--- src/rtl/divider_asm_0.sv ---
// divider_asm_0: sequential restoring (shift-subtract) unsigned divider.
// Computes quotient and remainder of dividend/divisor in L_word step edges
// after the load edge. A zero divisor completes in one edge with Error set.
// The block uses a Start/Ready handshake.
//
// Optional feature macro: DIVIDER_EARLY_EXIT_EN
//   When defined, a load with dividend < divisor (divisor != 0) completes in
//   one edge with quotient=0 and remainder=dividend.
//
// Ports:
//   clock     in   system clock, rising-edge active
//   reset     in   synchronous active-high reset
//   dividend  in   [L_word] unsigned dividend, sampled on the load edge
//   divisor   in   [L_word] unsigned divisor, sampled on the load edge
//   Start     in   begin a division; honoured only while Ready=1
//   quotient  out  [L_word] registered quotient, valid in S_done
//   remainder out  [L_word] registered remainder, valid in S_done
//   Ready     out  combinational; idle (outside reset) or done
//   Error     out  registered divide-by-zero flag
module divider_asm_0 #(
   parameter int unsigned L_word = 4
) (
   input  logic              clock,
   input  logic              reset,
   input  logic [L_word-1:0] dividend,
   input  logic [L_word-1:0] divisor,
   input  logic              Start,
   output logic [L_word-1:0] quotient,
   output logic [L_word-1:0] remainder,
   output logic              Ready,
   output logic              Error
);

   localparam int unsigned CNT_W = $clog2(L_word + 1);

   typedef enum logic [1:0] {
      S_IDLE     = 2'd0,
      S_DIVIDING = 2'd1,
      S_DONE     = 2'd2
   } state_t;

   state_t              r_state;
   state_t              w_state_n;
   logic                w_load;
   logic                w_step;
   logic                w_div_zero;
   logic                w_early;

   // The partial remainder always stays below the divisor, so L_word bits
   // hold it; the extra bit of the trial subtraction is only the sign.
   logic [L_word-1:0]   r_rem;
   logic [L_word-1:0]   r_shift;
   logic [L_word-1:0]   r_dsr;
   logic [CNT_W-1:0]    r_count;

   logic [L_word:0]     w_partial;
   logic [L_word:0]     w_trial;
   logic                w_neg;
   logic [L_word-1:0]   w_rem_n;
   logic [L_word-1:0]   w_shift_n;

   assign w_div_zero = (divisor == '0);

`ifdef DIVIDER_EARLY_EXIT_EN
   assign w_early = !w_div_zero && (dividend < divisor);
`else
   assign w_early = 1'b0;
`endif

   // One restoring step: shift in next dividend bit, trial-subtract divisor.
   assign w_partial = {r_rem, r_shift[L_word-1]};
   assign w_trial   = w_partial - {1'b0, r_dsr};
   assign w_neg     = w_trial[L_word];
   assign w_rem_n   = w_neg ? w_partial[L_word-1:0] : w_trial[L_word-1:0];
   assign w_shift_n = {r_shift[L_word-2:0], ~w_neg};

   assign Ready = ((r_state == S_IDLE) && !reset) || (r_state == S_DONE);

   // State register.
   always_ff @(posedge clock) begin
      if (reset) r_state <= S_IDLE;
      else       r_state <= w_state_n;
   end

   // Next-state and control decode.
   always_comb begin
      w_state_n = r_state;
      w_load    = 1'b0;
      w_step    = 1'b0;
      case (r_state)
         S_IDLE, S_DONE: begin
            if (Start) begin
               w_load    = 1'b1;
               w_state_n = (w_div_zero || w_early) ? S_DONE : S_DIVIDING;
            end
         end
         S_DIVIDING: begin
            w_step = 1'b1;
            if (r_count == CNT_W'(1)) w_state_n = S_DONE;
         end
         default: w_state_n = S_IDLE;
      endcase
   end

   // Datapath and result registers.
   always_ff @(posedge clock) begin
      if (reset) begin
         r_rem     <= '0;
         r_shift   <= '0;
         r_dsr     <= '0;
         r_count   <= '0;
         quotient  <= '0;
         remainder <= '0;
         Error     <= 1'b0;
      end else if (w_load) begin
         if (w_div_zero) begin
            quotient  <= '1;
            remainder <= dividend;
            Error     <= 1'b1;
         end else if (w_early) begin
            quotient  <= '0;
            remainder <= dividend;
            Error     <= 1'b0;
         end else begin
            r_rem     <= '0;
            r_shift   <= dividend;
            r_dsr     <= divisor;
            r_count   <= CNT_W'(L_word);
            quotient  <= '0;
            remainder <= '0;
            Error     <= 1'b0;
         end
      end else if (w_step) begin
         r_rem   <= w_rem_n;
         r_shift <= w_shift_n;
         r_count <= r_count - CNT_W'(1);
         // Last step: publish the result produced on this same edge.
         if (r_count == CNT_W'(1)) begin
            quotient  <= w_shift_n;
            remainder <= w_rem_n;
         end
      end
   end

endmodule

--- config.mk ---
export PLATFORM = sky130hd
export DESIGN_NAME = divider_asm_0
export DESIGN_NICKNAME = d
export VERILOG_FILES = /design/src/rtl/divider_asm_0.sv
export SDC_FILE = /design/constraint.sdc
export NUM_CORES = 1
export LEC_CHECK = 0
export BUFFER_PORTS_ARGS = -buffer_cell sky130_fd_sc_hd__buf_2
export CORE_MARGIN = 5
export CORE_UTILIZATION = 55
export CTS_BUF_LIST = sky130_fd_sc_hd__clkbuf_4 sky130_fd_sc_hd__clkbuf_8 sky130_fd_sc_hd__clkbuf_16
export CTS_CLUSTER_SIZE = 8
export DETAILED_ROUTE_END_ITERATION = 8
export PLACE_DENSITY = 0.86
export REMOVE_ABC_BUFFERS = 1
export SYNTH_ARGS = -nofsm -noshare
export SYNTH_HDL_FRONTEND = slang
export SYNTH_SLANG_ARGS = --single-unit
--- constraint.sdc ---
create_clock -name clock -period 3.2 [get_ports clock]
set_input_delay 0.16 -clock clock [delete_from_list [all_inputs] [get_ports clock]]
set_output_delay 0.16 -clock clock [all_outputs]
set_load 0.1 [all_outputs]
# Word-level counts from Yosys, hierarchy flattened
# Index checks and enable logic that the tools add are counted.
# W data, S select, Z words.
dict set report totals {
  wordCells 56
  reg_bits 26
  input_bits 11
}
dict set report op_classes {
  n_bitwise 2
  n_reduce_logical 12
  n_mux 26
  addsub 2
  eq_ne 6
}
# operator count
set op_table {}
lappend op_table {{$mux W4} 15}
lappend op_table {{$mux W3} 3}
lappend op_table {{$reduce_and A2 Y1} 4}
lappend op_table {{$mux W2} 3}
lappend op_table {{$ne A2 B2 Y1 const B} 3}
lappend op_table {{$sub A5 B4 Y5} 1}
lappend op_table {{$logic_not A4 Y1} 1}
lappend op_table {{$mux W1} 4}
lappend op_table {{$pmux W2 S2} 1}
lappend op_table {{$reduce_bool A2 Y1} 2}
lappend op_table {{$eq A3 B1 Y1 const B} 1}
lappend op_table {{$sub A3 B1 Y3 const B} 1}
lappend op_table {{$eq A2 B1 Y1 const B} 1}
lappend op_table {{$eq A2 B2 Y1 const B} 1}
lappend op_table {{$logic_not A2 Y1} 1}
lappend op_table {{$not A1 Y1} 2}
lappend op_table {{$reduce_or A2 Y1} 1}
lappend op_table {{$logic_and A1 B1 Y1} 1}
lappend op_table {{$logic_not A1 Y1} 1}
lappend op_table {{$logic_or A1 B1 Y1} 1}

# Longest topological paths before layout
dict set report logic_depth {
  depth_word 5
  ltp_mapped 8
}

# Worst setup path after synthesis
# OpenSTA, ideal clock, no wires.
dict set report synth_timing {
  kind {register -> register}
  startpoint {register r_shift[3]}
  endpoint {register remainder[1]}
  setup_time_ns 0.100
  required_time_ns 3.100
  t_arrival_ns 2.250
  path_slack_ns 0.851
  stages_incl_launch_ff 9
  period_less_slack_ns 2.349
  path_buffers 0
  cell_sequence {dfxtp_1 -> inv_1 -> ha_1 -> fa_1 -> nand2b_2 -> a21oi_4 -> xor2_4 -> mux2_4 -> a2111oi_4}
}
dict set report synth_via {
  elab_chain_cells 5
}
# element line_no
set synth_lines {}
lappend synth_lines {{start: declaration} 52} ;# logic [L_word-1:0] r_shift;
lappend synth_lines {{start signal: assignment} 126} ;# r_shift <= dividend;
lappend synth_lines {{start signal: assignment} 135} ;# r_shift <= w_shift_n;
lappend synth_lines {{$sub A5 B4 Y5} 72} ;# assign w_trial = w_partial - {1'b0, r_dsr};
lappend synth_lines {{$mux W4} 74} ;# assign w_rem_n = w_neg ? w_partial[L_word-1:0] : w_trial[L_word-1:0];
lappend synth_lines {{$mux W4} 138} ;# if (r_count == CNT_W'(1)) begin
lappend synth_lines {{$mux W4} 133} ;# end else if (w_step) begin
lappend synth_lines {{$mux W4} 115} ;# end else if (w_load) begin
lappend synth_lines {{end signal: assignment} 118} ;# remainder <= dividend;
lappend synth_lines {{end signal: assignment} 122} ;# remainder <= dividend;
lappend synth_lines {{end signal: assignment} 140} ;# remainder <= w_rem_n;
lappend synth_lines {{end: declaration} 29} ;# output logic [L_word-1:0] remainder,
# No other way between the ends. The select of a mux whose other input is x is not followed.
# A chain may end at the register's enable or synchronous reset.

# Worst setup path in the final report
# Ends and elaborated chain as after synthesis.

==> results.md <==
* Final core occ at 62.9%
* Most frequent cells in the layout: dfxtp_1, buf_2, nor2_1, nand2_1, a21oi_1
* WS Path Type: reg2reg
* Final setup viols at 0
* Biggest cell delay along the critical path at 0.41 ns
* Peak VDD IR at roughly 0.00048 V
* Crit start category: flip-flop
* EDFF count, synth at 0
* I/O pins at 21
* Fmax at 0.397 GHz
* Synthesized area at 1400 um^2
* Minimum clock period after layout at 2.52 ns
* DRC viols at 0
* Overflow left after global routing at 0
* Max-slew headroom at 42.9%
* Fin crit share at slightly below 80%
* Clock Path Buffers at 2
* Flops & latches, synth at 26
* Global-route wire length before repair at 5200 um
* Post-synth cell types at 40
* FILL cells at 210
* PortBufs at 20
* Final Hold Fails at 0
* RSZ-0062 raised after global routing: no
* Syn Area/Cell at ~9.0 um^2
* Clock transition at path regs at 0.14 ns
* WP data arrival at between 2 and 3 ns
* Setup_tns at 0 ns
* CTS sink count at 26
* Area Overhead vs Synth at 10.5%
* DR iter-0 viols at ~70
* Wirelength per Cell at 14.8 um
* Die area at 3650 um^2
* Layout cells sized above 1 at approximately a quarter
* Die W at ~60 um
* Via Count at 1171
* Sequential fraction of the synthesis area at 37.2%
* Final Skew at between 0.006 and 0.007 ns
* Clock root cell: clkbuf_4
* Total power at 0.000814 W
* Commonest non-fill, non-tap cell in the layout: dfxtp_1
* Post-CTS sizing at 0
* CP max FO at 10
* Diode count at 0
* Vias in the first global route at 1118
* Synth Flop Type: dfxtp_1
* Slowest CP cell: fa_1
* Nets at 192
* Leak at 0.614 nW
* Status: finished clean
* Final Cell Area at 1540 um^2
* P per Cell Area at 527 nW/um^2
* Core area at 2450 um^2
* Placer Congestion at 0.947
* CTS tree: built
* Slew @ Worst Pin at 0.851 ns
* Post-DP Area at between 1500 and 2000 um^2
* Critical path endpoint category: flip-flop
* CTS Hold Bufs at 0
* Worst Hold Margin at between 0.1 and 0.15 ns
* First-pass DRT Iterations at 4
* Hold/Removal Path Class: in2reg
* WL final at 3010 um
* Post-CTS setup buffer count at 0
* Num CTS Buffers at 3
* Die Y at 60.4 um
* Initial Util at a little under three fifths
* Req. time, crit path at 3.44 ns
* Post-DP HPWL at 2360 um
* Yosys warns at 0
* Via-per-instance ratio at 5.77
* Tot GR Track Use at 18.9%
* Max H-tree Level at 1
* Max-cap violations at 0
* Post-route ant nets at 0
* Hold path cells at 3
* Worst-Skew Late Latency at ~0.32 ns
* Initial antenna violation count at 0
* Largest net degree at the start of global routing at 23
* Worst Reg-to-Reg Cells at 8
* Rows at 18
* Post-synthesis cell count at 155
* Crit-path cells: inv_1 -> ha_1 -> fa_1 -> nand2b_2 -> a21oi_4 -> xor2_4 -> mux2_4 -> a2111oi_4
* Pins Over Slew Limit at 0
* FFs w/ async S/R, synth at 0%
[state kept, by name (all words and copies together), names as in the netlist]
signal	cells
r_rem	4
r_shift	4
remainder	4
Error	1
r_state	2
r_dsr	4
quotient	4
r_count	3
[routing by layer]
layer	wire length, um	part of all wire (%)	GRT usage (%)	vias to the layer above
met1	1330	44	24.4	552
met4	11	0.37	4.33	0
met2	1450	48	31.9	41
met5	0	0	0	-
li1	-	-	-	576
met3	215	7.2	4.68	2
[metrics by stage]
stage / setup WS, ns / instances
global placement: 0.777 / 199
detailed placement: 0.713 / 199
finish: 0.682 / 203
CTS: 0.685 / 203
floorplan: 0.851 / 149
global route: 0.548 / 203
[final timing paths]
check,startpoint,slack [ns],endpoint
worst max-delay path,r_shift[3],0.68,remainder[1]
worst min-delay path,dividend[2],0.10,r_shift[2]
worst max register to register,r_shift[3],0.68,remainder[1]
worst min register to register,r_shift[3],0.48,r_shift[3]
[power breakdown]
group	internal [W]	switching, W	leakage (nW)
Sequential	0.000351	0.0000220	0.213
Clock	0.0000697	0.0000964	0.0210
Combinational	0.0000890	0.000187	0.379
Total	0.000509	0.000305	0.614
[layout make-up]
cell class              count  area (um^2)  share of cell area [%]
clock buffers               4         36.3                    2.35
inverters                   9         33.8                    2.19
multi-input cells         114          816                    52.8
well taps                  30         37.5                    2.43
flip-flops and latches     26          520                    33.7
repair buffers             20          100                    6.48
[worst max-delay path, delay by kind of cell, from the launching register on]
kind                       cells  cell delay [ns]
AOI/OAI and AO/OA              2             0.50
buffers and inverters          1             0.06
adders and majority gates      2             0.63
muxes                          1             0.35
and+or+nand+nor                1             0.21
xor gates and xnor gates       1             0.33
DFF                            1             0.36
[kinds of logic (layout without fill, tap and decap cells)]
group	Yosys count	after routing	share of synthesized area (%)
and+or+nand+nor	61	61	22.9
AOI/OAI and AO/OA	37	37	20.5
DFF	26	26	37.2
buffers and inverters	15	33	4.39
adders and majority gates	7	7	6.80
muxes	5	5	4.30
xor gates and xnor gates	4	4	3.85
[synthesized netlist by cell type, types with 3 or more instances]
library cell	number	share of area (%)
ha_1	6	5.4
o21ai_0	5	1.8
nor2_1	19	5.1
inv_1	9	2.4
nand2_1	19	5.1
nor2_2	3	1.3
mux2i_1	3	2.1
a21oi_1	12	4.3
a22oi_1	6	3.2
dfxtp_1	26	37
buf_2	3	1.1
a31oi_1	5	2.2
nand2b_1	3	1.3
(Power assumes the default switching activity.)
